[src/rtl/dest_reg_pipe_fwd_pkg.sv]
// dest_reg_pipe_fwd_pkg: register width and operand-forward select encodings shared with the EX operand muxes
package dest_reg_pipe_fwd_pkg;
  localparam int REG_W = 5;
  localparam logic [1:0] FWD_REGFILE = 2'b00;
  localparam logic [1:0] FWD_EXMEM   = 2'b10;
  localparam logic [1:0] FWD_MEMWB   = 2'b01;
endpackage

[src/rtl/dest_reg_pipe_fwd_fwd_select.sv]
// fwd_select: picks one ALU operand's source, with EX/MEM taking priority over MEM/WB
module fwd_select
  import dest_reg_pipe_fwd_pkg::*;
(
  input  logic [REG_W-1:0] src,
  input  logic [REG_W-1:0] mem_dest,
  input  logic             mem_regwrite,
  input  logic [REG_W-1:0] wb_dest,
  input  logic             wb_regwrite,
  output logic [1:0]       sel
);
  always_comb
    sel = (mem_regwrite && mem_dest == src) ? FWD_EXMEM :
          (wb_regwrite && wb_dest == src)   ? FWD_MEMWB : FWD_REGFILE;
endmodule

[src/rtl/dest_reg_pipe_fwd.sv]
// dest_reg_pipe_fwd: EX/MEM and MEM/WB dest-register latches, forwarding selects, load-use stall; FWD_STATS_EN adds a forwarding-event counter
module dest_reg_pipe_fwd
  import dest_reg_pipe_fwd_pkg::*;
#(
  parameter int CNT_W = 16
) (
  input  logic             clk,
  input  logic             rst_n,
  input  logic             stall,
  input  logic             flush,
  input  logic [REG_W-1:0] ex_dest,
  input  logic             ex_regwrite,
  input  logic             ex_memtoreg,
  input  logic [REG_W-1:0] ex_rs,
  input  logic [REG_W-1:0] ex_rt,
  input  logic [REG_W-1:0] id_rs,
  input  logic [REG_W-1:0] id_rt,
  output logic [REG_W-1:0] mem_dest,
  output logic             mem_regwrite,
  output logic [REG_W-1:0] wb_dest,
  output logic             wb_regwrite,
  output logic [1:0]       fwd_a,
  output logic [1:0]       fwd_b,
  output logic             load_use_stall,
  output logic [CNT_W-1:0] fwd_count
);
  logic mem_rw_q, wb_rw_q;
  always_ff @(posedge clk or negedge rst_n)
    if (!rst_n) begin
      mem_dest <= '0;
      mem_rw_q <= 1'b0;
      wb_dest  <= '0;
      wb_rw_q  <= 1'b0;
    end else if (!stall) begin
      mem_dest <= ex_dest;
      mem_rw_q <= ex_regwrite & ~flush;
      wb_dest  <= mem_dest;
      wb_rw_q  <= mem_rw_q;
    end
  // r0 is hardwired zero, so a write to it is never a real write
  assign mem_regwrite = mem_rw_q & |mem_dest;
  assign wb_regwrite  = wb_rw_q & |wb_dest;
  fwd_select u_fwd_a (.src(ex_rs), .mem_dest(mem_dest), .mem_regwrite(mem_regwrite),
                      .wb_dest(wb_dest), .wb_regwrite(wb_regwrite), .sel(fwd_a));
  fwd_select u_fwd_b (.src(ex_rt), .mem_dest(mem_dest), .mem_regwrite(mem_regwrite),
                      .wb_dest(wb_dest), .wb_regwrite(wb_regwrite), .sel(fwd_b));
  assign load_use_stall = ex_memtoreg & ex_regwrite & |ex_dest &
                          (ex_dest == id_rs | ex_dest == id_rt);
`ifdef FWD_STATS_EN
  always_ff @(posedge clk or negedge rst_n)
    if (!rst_n) fwd_count <= '0;
    else if (!stall && (|fwd_a || |fwd_b) && !(&fwd_count)) fwd_count <= fwd_count + 1'b1;
`else
  assign fwd_count = '0;
`endif
endmodule

[config.mk]
export PLATFORM = sky130hd
export DESIGN_NAME = dest_reg_pipe_fwd
export DESIGN_NICKNAME = d
export VERILOG_FILES = /design/src/rtl/dest_reg_pipe_fwd_pkg.sv /design/src/rtl/dest_reg_pipe_fwd_fwd_select.sv /design/src/rtl/dest_reg_pipe_fwd.sv
export SDC_FILE = /design/constraint.sdc
export NUM_CORES = 1
export LEC_CHECK = 0
export ABC_CLOCK_PERIOD_IN_PS = 4950
export BUFFER_PORTS_ARGS = -buffer_cell sky130_fd_sc_hd__clkbuf_2
export CORE_MARGIN = 1
export CORE_UTILIZATION = 46
export CTS_BUF_LIST = sky130_fd_sc_hd__clkbuf_8
export DETAILED_ROUTE_END_ITERATION = 6
export PLACE_DENSITY_LB_ADDON = 0.05
export SLEW_MARGIN = 30
export SYNTH_ARGS = -nofsm -noshare
export SYNTH_HDL_FRONTEND = slang
export SYNTH_SLANG_ARGS = --single-unit
[constraint.sdc]
create_clock -name clk -period 4.95 [get_ports clk]
set_clock_uncertainty 0.05 [all_clocks]
set_input_delay 0.495 -clock clk [delete_from_list [all_inputs] [get_ports clk]]
set_output_delay 0.495 -clock clk [all_outputs]
set_load 0.1 [all_outputs]
# [Yosys cells after proc, flatten, opt, wreduce, memory -nomap -nowiden]
# Cells that the tools add are included.
[classes] n_eq_ne=6 mux=4 n_bitwise=8 reduce_logical=7
[ops] op="$eq 5x5->1" count=6
[ops] op="$reduce_or 5->1" count=3
[ops] op="$and 1x1->1" count=6
[ops] op="$logic_and 1x1->1" count=4
[ops] op="$mux 2" count=2
[ops] op="$mux 1" count=2
[ops] op="$not 1->1" count=1
[ops] op="$or 1x1->1" count=1
[word_totals] ff_bits=12 out_inout_bits=33 wordCells=29

# [Longest topological paths before layout]
# Gate-level depths: netlist (run 1).
[logic_depth] ltp_word=5 mapped_depth=4 ltp_nobuf=4

# [Hierarchy]
# From an unflattened synthesis (run 1), not the netlist that was laid out.
[hier_totals] cells_unflattened=95 area_unflattened_um2=980.9
[by_module_without_submodules] module="dest_reg_pipe_fwd" instances=1 cells_per_inst=65 area_each_um2=730.7 seq_area_each_um2=300.3
[by_module_without_submodules] module="fwd_select" instances=2 cells_per_inst=15 area_each_um2=125.1 seq_area_each_um2=0.0

# [Least setup slack after synthesis (run 1)]
# Ideal clock, no wire load.
[synth_path] path_kind="register -> output" from="register mem_dest[4]" to="output port fwd_a[0]" arrival_ps=5557 required_ps=4405 slack_ps=-1152 stages_incl_launch_ff=5 n_path_buf=0 path_cell_list="dfrtp_1 or4_1 o21ai_2 nor4_1 nor4_2"
[synth_via] elab_chain_len=4 elab_cells_between_ends=5 cone_classes="1 x eq/ne; 1 x mux; 1 x bitwise; 2 x reduce/logical"
[synth_lines] element="start, declared" line_no="dest_reg_pipe_fwd.sv:18" rtl="output logic [REG_W-1:0] mem_dest,"
[synth_lines] element="start signal, assigned" line_no="dest_reg_pipe_fwd.sv:35" rtl="mem_dest <= ex_dest;"
[synth_lines] element="$reduce_or 5->1" line_no="dest_reg_pipe_fwd.sv:41" rtl="assign mem_regwrite = mem_rw_q & |mem_dest;"
[synth_lines] element="$and 1x1->1" line_no="dest_reg_pipe_fwd.sv:41"
[synth_lines] element="$logic_and 1x1->1 (*)" line_no="dest_reg_pipe_fwd_fwd_select.sv:13" rtl="sel = (mem_regwrite && mem_dest == src) ? FWD_EXMEM :"
[synth_lines] element="$mux 2 (*)" line_no="dest_reg_pipe_fwd_fwd_select.sv:13"
[synth_lines] element="end, declared" line_no="dest_reg_pipe_fwd.sv:22" rtl="output logic [1:0] fwd_a,"
# Mark *: on every way between the ends. The rest lies on a longest branch, timed or not.

# [Worst setup path after layout (run 1)]
# Same ends and word-level chain as after synthesis.

==> results of run 1 <==
## logic make-up after synthesis
kind of cell           synth area share, %
multiplexers                          12.8
AO/OA/AOI/OAI                         3.23
other                                0.387
buffers and inverters                 13.6
flip-flops                            31.0
AND/OR/NAND/NOR                       11.9
XOR/XNOR                              27.1
## sequential cells by signal, indices dropped and copies added, names as in the netlist
register and cells:
mem_dest 5, mem_rw_q 1, wb_dest 5, wb_rw_q 1
## worst max-delay path: stages, from the launching register on
cell	delay, ns
sky130_fd_sc_hd__dfrtp_1	0.44
sky130_fd_sc_hd__or4_1	0.56
sky130_fd_sc_hd__o21ai_2	0.18
sky130_fd_sc_hd__nor4_1	0.11
sky130_fd_sc_hd__nor4_2	0.27
sky130_fd_sc_hd__clkbuf_2	0.49
## final timing paths
check                       startpoint     endpoint  slack, ns  depth (start not counted)
setup / recovery           mem_dest[4]     fwd_a[0]       2.12                          5
hold / removal                   rst_n  mem_dest[1]       0.08                          1
setup reg to reg           mem_dest[3]   wb_dest[3]       4.03                          1
hold reg to reg                wb_rw_q      wb_rw_q       0.46                          1
max in group asynchronous        rst_n   wb_dest[0]       4.54                          1
min in group clk                 flush     mem_rw_q       0.46                          3
## area by class of cell
class | instances | share of cell area [%]
multi-input cells | 79 | 48.4
clock buffers | 4 | 4.49
inverters | 2 | 0.613
flip-flops and latches | 12 | 24.5
well taps | 27 | 2.76
repair buffers | 47 | 19.2
## stage by stage
step / hold slack [ns] / worst slack (ns)
global placement: 0.341 / 2.44
detailed placement: 0.343 / 2.36
CTS: 0.0851 / 2.10
finish: 0.0830 / 2.12
global route: 0.103 / 1.98
floorplan: 0.149 / -1.15
## power breakdown
part           internal [W]  total, W  switching (W)
sequential         0.000110  0.000130      0.0000199
combinational     0.0000462  0.000226       0.000180
clock             0.0000701  0.000104      0.0000337
total              0.000226  0.000460       0.000234
## layout by cell type (no fill, tap or decap)
| cell type | instances |
|---|---|
| sky130_fd_sc_hd__clkbuf_2 | 47 |
| sky130_fd_sc_hd__xor2_1 | 20 |
| sky130_fd_sc_hd__conb_1 | 16 |
| sky130_fd_sc_hd__dfrtp_1 | 12 |
| sky130_fd_sc_hd__mux2_2 | 11 |
| sky130_fd_sc_hd__xnor2_1 | 10 |
| sky130_fd_sc_hd__or4_1 | 5 |
| sky130_fd_sc_hd__nand3_1 | 4 |
| sky130_fd_sc_hd__clkbuf_8 | 4 |
| sky130_fd_sc_hd__inv_1 | 2 |
| sky130_fd_sc_hd__nor4_1 | 2 |
| sky130_fd_sc_hd__nor4_2 | 2 |
| sky130_fd_sc_hd__nor3_1 | 2 |
| sky130_fd_sc_hd__o21ai_2 | 1 |
| sky130_fd_sc_hd__o21ai_1 | 1 |
| sky130_fd_sc_hd__o211ai_1 | 1 |
| sky130_fd_sc_hd__a21oi_1 | 1 |
| sky130_fd_sc_hd__nand2b_1 | 1 |
| sky130_fd_sc_hd__nand2_1 | 1 |
| sky130_fd_sc_hd__o21ai_0 | 1 |
## metal layers
layer  vias up  track usage (%)
li1        395                -
met1       340             22.4
met2        41             28.6
met3         2             3.77
met4         0             8.33
met5         -                0
==> metrics.md, run 1 <==
| Metric | Value |
|---|---|
| Die Span X | 47.9 um |
| Slew at the pin closest to its max-slew limit | 0.547 ns |
| Worst min path class | in -> async |
| Total global routing overflow | 0 |
| Later-pin clock latency in the skew report | 0.23 ns |
| Overall Global Routing Usage | 17.7% |
| Post-CTS Resized | 0 |
| Placeable core region | 1960 um^2 |
| Run status | finished, final reports clean |
| Post-Synthesis Cells | 95 |
| Final Net Count | 176 |
| Most used flip-flop cell after synthesis | sky130_fd_sc_hd__dfrtp_1 |
| Area of the die | 2290 um^2 |
| Cell Area, Placed | 1170 um^2 |
| Buffer count from post-CTS setup fixing | 0 |
| Cell Rows | 16 |
| Number of hold violations in the final report | 0 |
| Number of non-filler instances in the completed layout | 171 |
| Max-cap violation count | 0 |
| Kind of end point of the critical path | output pin |
| Category of the critical setup timing path | reg -> out |
| First-pass GRT wire length | 2.80 mm |
| Number of placed cells counting well taps | 167 |
| Clk sink count | 12 |
| Number of different library cells in the post-synthesis netlist | 20 |
| Crit path required time | 4.41 ns |
| Ports placed on the boundary | 64 |
| Buffer depth of the longest clock path | 2 |
| Fill cell instance count of the final layout | 183 |
| Multi-input combinational cell area | 593 um^2 |
| Antenna diode instance count | 0 |
| Worst slew margin relative to its limit | 63.7% |
| Total wire length after detailed routing | 1.89 mm |
| Via count | 778 |
| Die height | 47.9 um |
| H-tree Lvls | 1 |
| Area added between synthesis and finish | 26.5% |
| Min cycle time layout | 2.83 ns |
| Routed length on met1 | 852 um |
| Half-perimeter wire length after detailed placement | 1.62 mm |
| Largest fanout on the critical path | 6 |
| Number of detailed-routing iterations run before antenna repair | 1 |
| Fmax | 353 MHz |
| Proportion of synthesized chip area in sequential cells | 31.0% |
| Clock root buffer | sky130_fd_sc_hd__clkbuf_8 |
| Hold Buf Count CTS | 0 |
| Clock transition at the registers of the reported paths | 0.05 ns |
| Worst IR drop on VDD | 0.000265 V |
| Top cells by area, synth | sky130_fd_sc_hd__dfrtp_1, sky130_fd_sc_hd__xor2_1, sky130_fd_sc_hd__mux2_2 |
| Number of global-route vias before repair | 660 |
| Highest metal layer used by the detailed router | met4 |
| Arrival time at the worst endpoint | 2.29 ns |
| Pin count of the biggest net entering global routing | 14 |
| Post-synthesis instance area | 968 um^2 |
| Number of enable flip-flop cells after synthesis | 0 |
| Final clock period utilization by the worst path | 57.2% |
| Layout cell share with drive strength beyond 1 | 45.1% |
| Post-synthesis sequential element count | 12 |
| Leading post-synthesis cells by instance count | sky130_fd_sc_hd__xor2_1, sky130_fd_sc_hd__buf_4, sky130_fd_sc_hd__dfrtp_1 |
| Routed wl met3 | 143 um |
| Setup total negative slack | 0 ns |
| Number of warning messages in the yosys log | 0 |
| Number of buffers created by CTS | 3 |
| Max-slew violation total from the final report | 0 |
| Most frequent cell after synthesis | sky130_fd_sc_hd__xor2_1 |
| Placer Congestion | 0.777 |
| Startpoint types | flop |
| Antenna violations before repair | 0 |
| Post-DR wirelength/cell | 11.0 um |
| Leakage power | 0.610 nW |
| Final ANT Viol Nets | 0 |
| Leading area contributor after synthesis | sky130_fd_sc_hd__dfrtp_1 |
| TritonCTS clock tree | built |
| Port Buffers | 47 |
| Initial core utilization | 49.4% |
| Power density over the cells | 375 nW/um^2 |
| Met2 Wirelength | 881 um |
| # setup viols final | 0 |
| Count of routing violations after the opening detailed-route iteration | 0 |
| Detailed-route DRC error count | 0 |
| Final core utilization | 62.4% |
| Post-layout total power | 0.000460 W |
| Sequential cell area | 300 um^2 |
| Setup repair after global routing missed its margin | no |
| Post-route cell area | 1220 um^2 |
| Post-synth top area share | 31.0% |
| Synthesized area per cell | 10.2 um^2 |
| Proportion of register bits with asynchronous set or reset after synthesis | 100% |
| Post-detailed-route via-to-cell ratio | 4.55 |
(Power assumes the default switching activity.)
==> inputs of run 2 (changes only) <==
--- a/config.mk
+++ b/config.mk
@@ -5,10 +5,11 @@
 export SDC_FILE = /design/constraint.sdc
 export NUM_CORES = 1
 export LEC_CHECK = 0
-export ABC_CLOCK_PERIOD_IN_PS = 4950
+export ABC_AREA = 1
+export ABC_CLOCK_PERIOD_IN_PS = 2950
 export BUFFER_PORTS_ARGS = -buffer_cell sky130_fd_sc_hd__clkbuf_2
 export CORE_MARGIN = 1
-export CORE_UTILIZATION = 46
+export CORE_UTILIZATION = 45
 export CTS_BUF_LIST = sky130_fd_sc_hd__clkbuf_8
 export DETAILED_ROUTE_END_ITERATION = 6
 export PLACE_DENSITY_LB_ADDON = 0.05
==> constraint.sdc (replaced) <==
create_clock -name clk -period 2.95 [get_ports clk]
set_clock_uncertainty 0.05 [all_clocks]
set_input_delay 0.295 -clock clk [delete_from_list [all_inputs] [get_ports clk]]
set_output_delay 0.295 -clock clk [all_outputs]
set_load 0.1 [all_outputs]
==> metrics.md, run 2 <==
| Metric | Value |
|---|---|
| Number of detailed-routing iterations run before antenna repair | 4 (+3) |
| Layout cell share with drive strength beyond 1 | 25.4% (-20 points) |
| Final Net Count | 272 (+55%) |
| Cell Area, Placed | 1340 um^2 (+14%) |
| Antenna diode instance count | 0 (unchanged) |
| Largest fanout on the critical path | 6 (unchanged) |
| Endpoint of the worst-slack reg-to-reg timing path | wb_dest[1] |
| Run status | finished, final reports clean |
| Total wire length after detailed routing | 2.58 mm (+37%) |
| Number of hold violations in the final report | 0 (unchanged) |
| H-tree Lvls | 1 (unchanged) |
| Initial core utilization | 49.4% (+0.061 points) |
| Post-detailed-route via-to-cell ratio | 4.68 (+2.8%) |
| Detailed-route DRC error count | 0 (unchanged) |
| Most frequent cell after synthesis | sky130_fd_sc_hd__nand2_1 |
| Buf+Inv Stages, Crit Path | 1 (unchanged) |
| Post-route cell area | 1400 um^2 (+15%) |
| Post-Synthesis Cells | 191 (+100%) |
| Area of the die | 2700 um^2 (+18%) |
| Clock transition at the registers of the reported paths | 0.05 ns (about the same) |
| Crit path largest cell delay | 0.48 ns (-0.08 ns) |
| Count of routing violations after the opening detailed-route iteration | 20 (+20) |
| Arrival time at the worst endpoint | 1.80 ns (-0.49 ns) |
| Clock root buffer | sky130_fd_sc_hd__clkbuf_8 |
| Worst slew margin relative to its limit | 63.5% (-0.23 points) |
| Overall Global Routing Usage | 21.9% (+4.2 points) |
| Largest registers in the final layout | mem_dest (5), wb_dest (5) |
| Die height | 52.0 um (+8.6%) |
| Post-synthesis instance area | 1120 um^2 (+16%) |
| Min cycle time layout | 2.14 ns |
| Antenna violations before repair | 0 (unchanged) |
| Leading area contributor after synthesis | sky130_fd_sc_hd__dfrtp_1 |
| Worst min path class | in -> reg |
| First-pass GRT wire length | 4.39 mm (+57%) |
| Die Span X | 52.0 um (+8.6%) |
| Placer Congestion | 0.937 (+21%) |
| Max-cap violation count | 0 (unchanged) |
| Ports placed on the boundary | 64 (unchanged) |
| Number of warning messages in the yosys log | 0 (unchanged) |
| Pin count of the biggest net entering global routing | 23 (+9) |
| Buffer count from post-CTS setup fixing | 0 (unchanged) |
| Proportion of synthesized chip area in sequential cells | 26.7% (-4.3 points) |
| Top cells by area, synth | sky130_fd_sc_hd__dfrtp_1, sky130_fd_sc_hd__nand2_1, sky130_fd_sc_hd__buf_4 |
| Most frequent standard cell in the layout excluding fill and tap cells | sky130_fd_sc_hd__nand2_1 |
| Startpoint types | flop |
| Post-DR wirelength/cell | 9.63 um (-13%) |
| Clk sink count | 12 (unchanged) |
| Number of buffers created by CTS | 3 (unchanged) |
| Worst IR drop on VDD | 0.000340 V (+28%) |
| Setup slack of the worst register-to-register path | 2.13 ns (-1.90 ns) |
| Cell Rows | 17 (+1) |
| Cell family with most CP delay | simple AND/OR/NAND/NOR gates |
| Launch point of the worst reg-to-reg path | mem_dest[1] |
| Max-slew violation total from the final report | 0 (unchanged) |
| CP Cell Sequence | nor3_1 > nand3_1 > nand2_2 > nor2_4 > nor2_2 > clkbuf_2 |
| Depth of the most critical reg-to-reg path | 2 (+1) |
| Area added between synthesis and finish | 24.7% |
| Proportion of register bits with asynchronous set or reset after synthesis | 100% (unchanged) |
| Fill cell instance count of the final layout | 236 (+29%) |
| Synthesized area per cell | 5.89 um^2 (-42%) |
| Half-perimeter wire length after detailed placement | 2.18 mm (+34%) |
| Total global routing overflow | 0 (unchanged) |
| Post-synthesis sequential element count | 12 (unchanged) |
| Leakage power | 0.881 nW (+45%) |
| # setup viols final | 0 (unchanged) |
| TritonCTS clock tree | built |
| Post-synth top area share | 26.7% (-4.3 points) |
| Setup repair after global routing missed its margin | no |
| Final clock period utilization by the worst path | 72.7% |
| Hold Path Cell Cnt | 3 |
| Category of the critical setup timing path | reg -> out |
| Final ANT Viol Nets | 0 (unchanged) |
| Critical path's slowest cell | sky130_fd_sc_hd__dfrtp_1 |
| Number of different library cells in the post-synthesis netlist | 19 (-5.0%) |
| Later-pin clock latency in the skew report | 0.23 ns (about the same) |
| Slew at the pin closest to its max-slew limit | 0.551 ns (+0.00353 ns) |
| Most used flip-flop cell after synthesis | sky130_fd_sc_hd__dfrtp_1 |
| Fmax | 466 MHz |
| Crit path required time | 2.61 ns (-1.80 ns) |
| Leading post-synthesis cells by instance count | sky130_fd_sc_hd__nand2_1, sky130_fd_sc_hd__inv_1, sky130_fd_sc_hd__nor2_1 |
| Power density over the cells | 531 nW/um^2 (+41%) |
| Via count | 1254 (+61%) |
| Worst Hold Launch | ex_regwrite |
| Most frequent cells in the layout | sky130_fd_sc_hd__nand2_1, sky130_fd_sc_hd__clkbuf_2, sky130_fd_sc_hd__inv_1 |
| Setup total negative slack | 0 ns (unchanged) |
| Kind of end point of the critical path | output pin |
| Number of global-route vias before repair | 1092 (+65%) |
| Hold Crit Endpoint | mem_rw_q |
| Buffer depth of the longest clock path | 2 (unchanged) |
| Placeable core region | 2280 um^2 (+16%) |
| Port Buffers | 47 (unchanged) |
| Number of enable flip-flop cells after synthesis | 0 (unchanged) |
[run 2: worst max path at each step]
stage	slack, ns	to	cells after the start	start
after floorplan	-0.05	fwd_a[0]	6	wb_dest[4]
after global placement	1.10	fwd_a[0]	6	mem_dest[2]
after detailed placement	1.06	fwd_b[0]	6	mem_dest[2]
after CTS	0.81	fwd_b[0]	6	mem_dest[2]
after global routing	0.62	fwd_b[0]	6	mem_dest[2]
final	0.81	fwd_b[0]	6	mem_dest[2]
[run 2: cell type report]
type | instances | area [um^2] | share of cell area, %
Clock buffer | 4 | 55.1 | 3.93
Multi-Input combinational cell | 144 | 647 | 46.1
Sequential cell | 12 | 300 | 21.4
Tap cell | 28 | 35.0 | 2.50
Timing Repair Buffer | 48 | 245 | 17.5
Inverter | 32 | 120 | 8.56
[run 2: power by group]
part	internal [W]	switching, W	total [W]	leakage (nW)
Clock	0.000117	0.0000525	0.000170	0.0288
Combinational	0.0000658	0.000302	0.000368	0.703
Sequential	0.000181	0.0000256	0.000207	0.150
[run 2: through the flow]
step                instances  util (%)  hold slack [ns]  total power (W)  setup slack, ns
floorplan                 206         -          -0.0506         0.000522          -0.0546
global placement          263      58.8            0.135         0.000570             1.10
detailed placement        263      58.8            0.135         0.000576             1.06
CTS                       268      61.6            0.291         0.000749            0.810
global route              268      61.6            0.313         0.000783            0.623
finish                    268      61.6            0.292         0.000745            0.806
[run 2: logic make-up (layout without fill, tap and decap cells)]
logic type	after synthesis	after routing	share of synthesized area [%]
flops	12	12	26.7
compound gates	12	12	5.34
other cells	1	16	0.333
simple gates	107	107	38.5
xor+xnor	9	9	7.01
buf+inv	50	84	22.1
[run 2: metal layers]
| layer | up-vias | global-route usage, % | share of wire [%] |
|---|---|---|---|
| met3 | 6 | 1.17 | 5.5 |
| met2 | 55 | 41.2 | 51 |
| met1 | 555 | 24.0 | 41 |
| met5 | - | 0 | 0 |
| met4 | 0 | 11.7 | 2.3 |
| li1 | 638 | - | - |
[run 2: worst reg2reg max path: stages (launching register included)]
cell and delay, ns:
sky130_fd_sc_hd__dfrtp_1 0.44, sky130_fd_sc_hd__inv_1 0.10, sky130_fd_sc_hd__o21ai_0 0.15
[run 2: timing repair]
| action | CTS | global route |
|---|---|---|
| resized for setup | 0 | 0 |
| hold buffers | 1 | 0 |
| hold endpoints to repair | 12 | 0 |
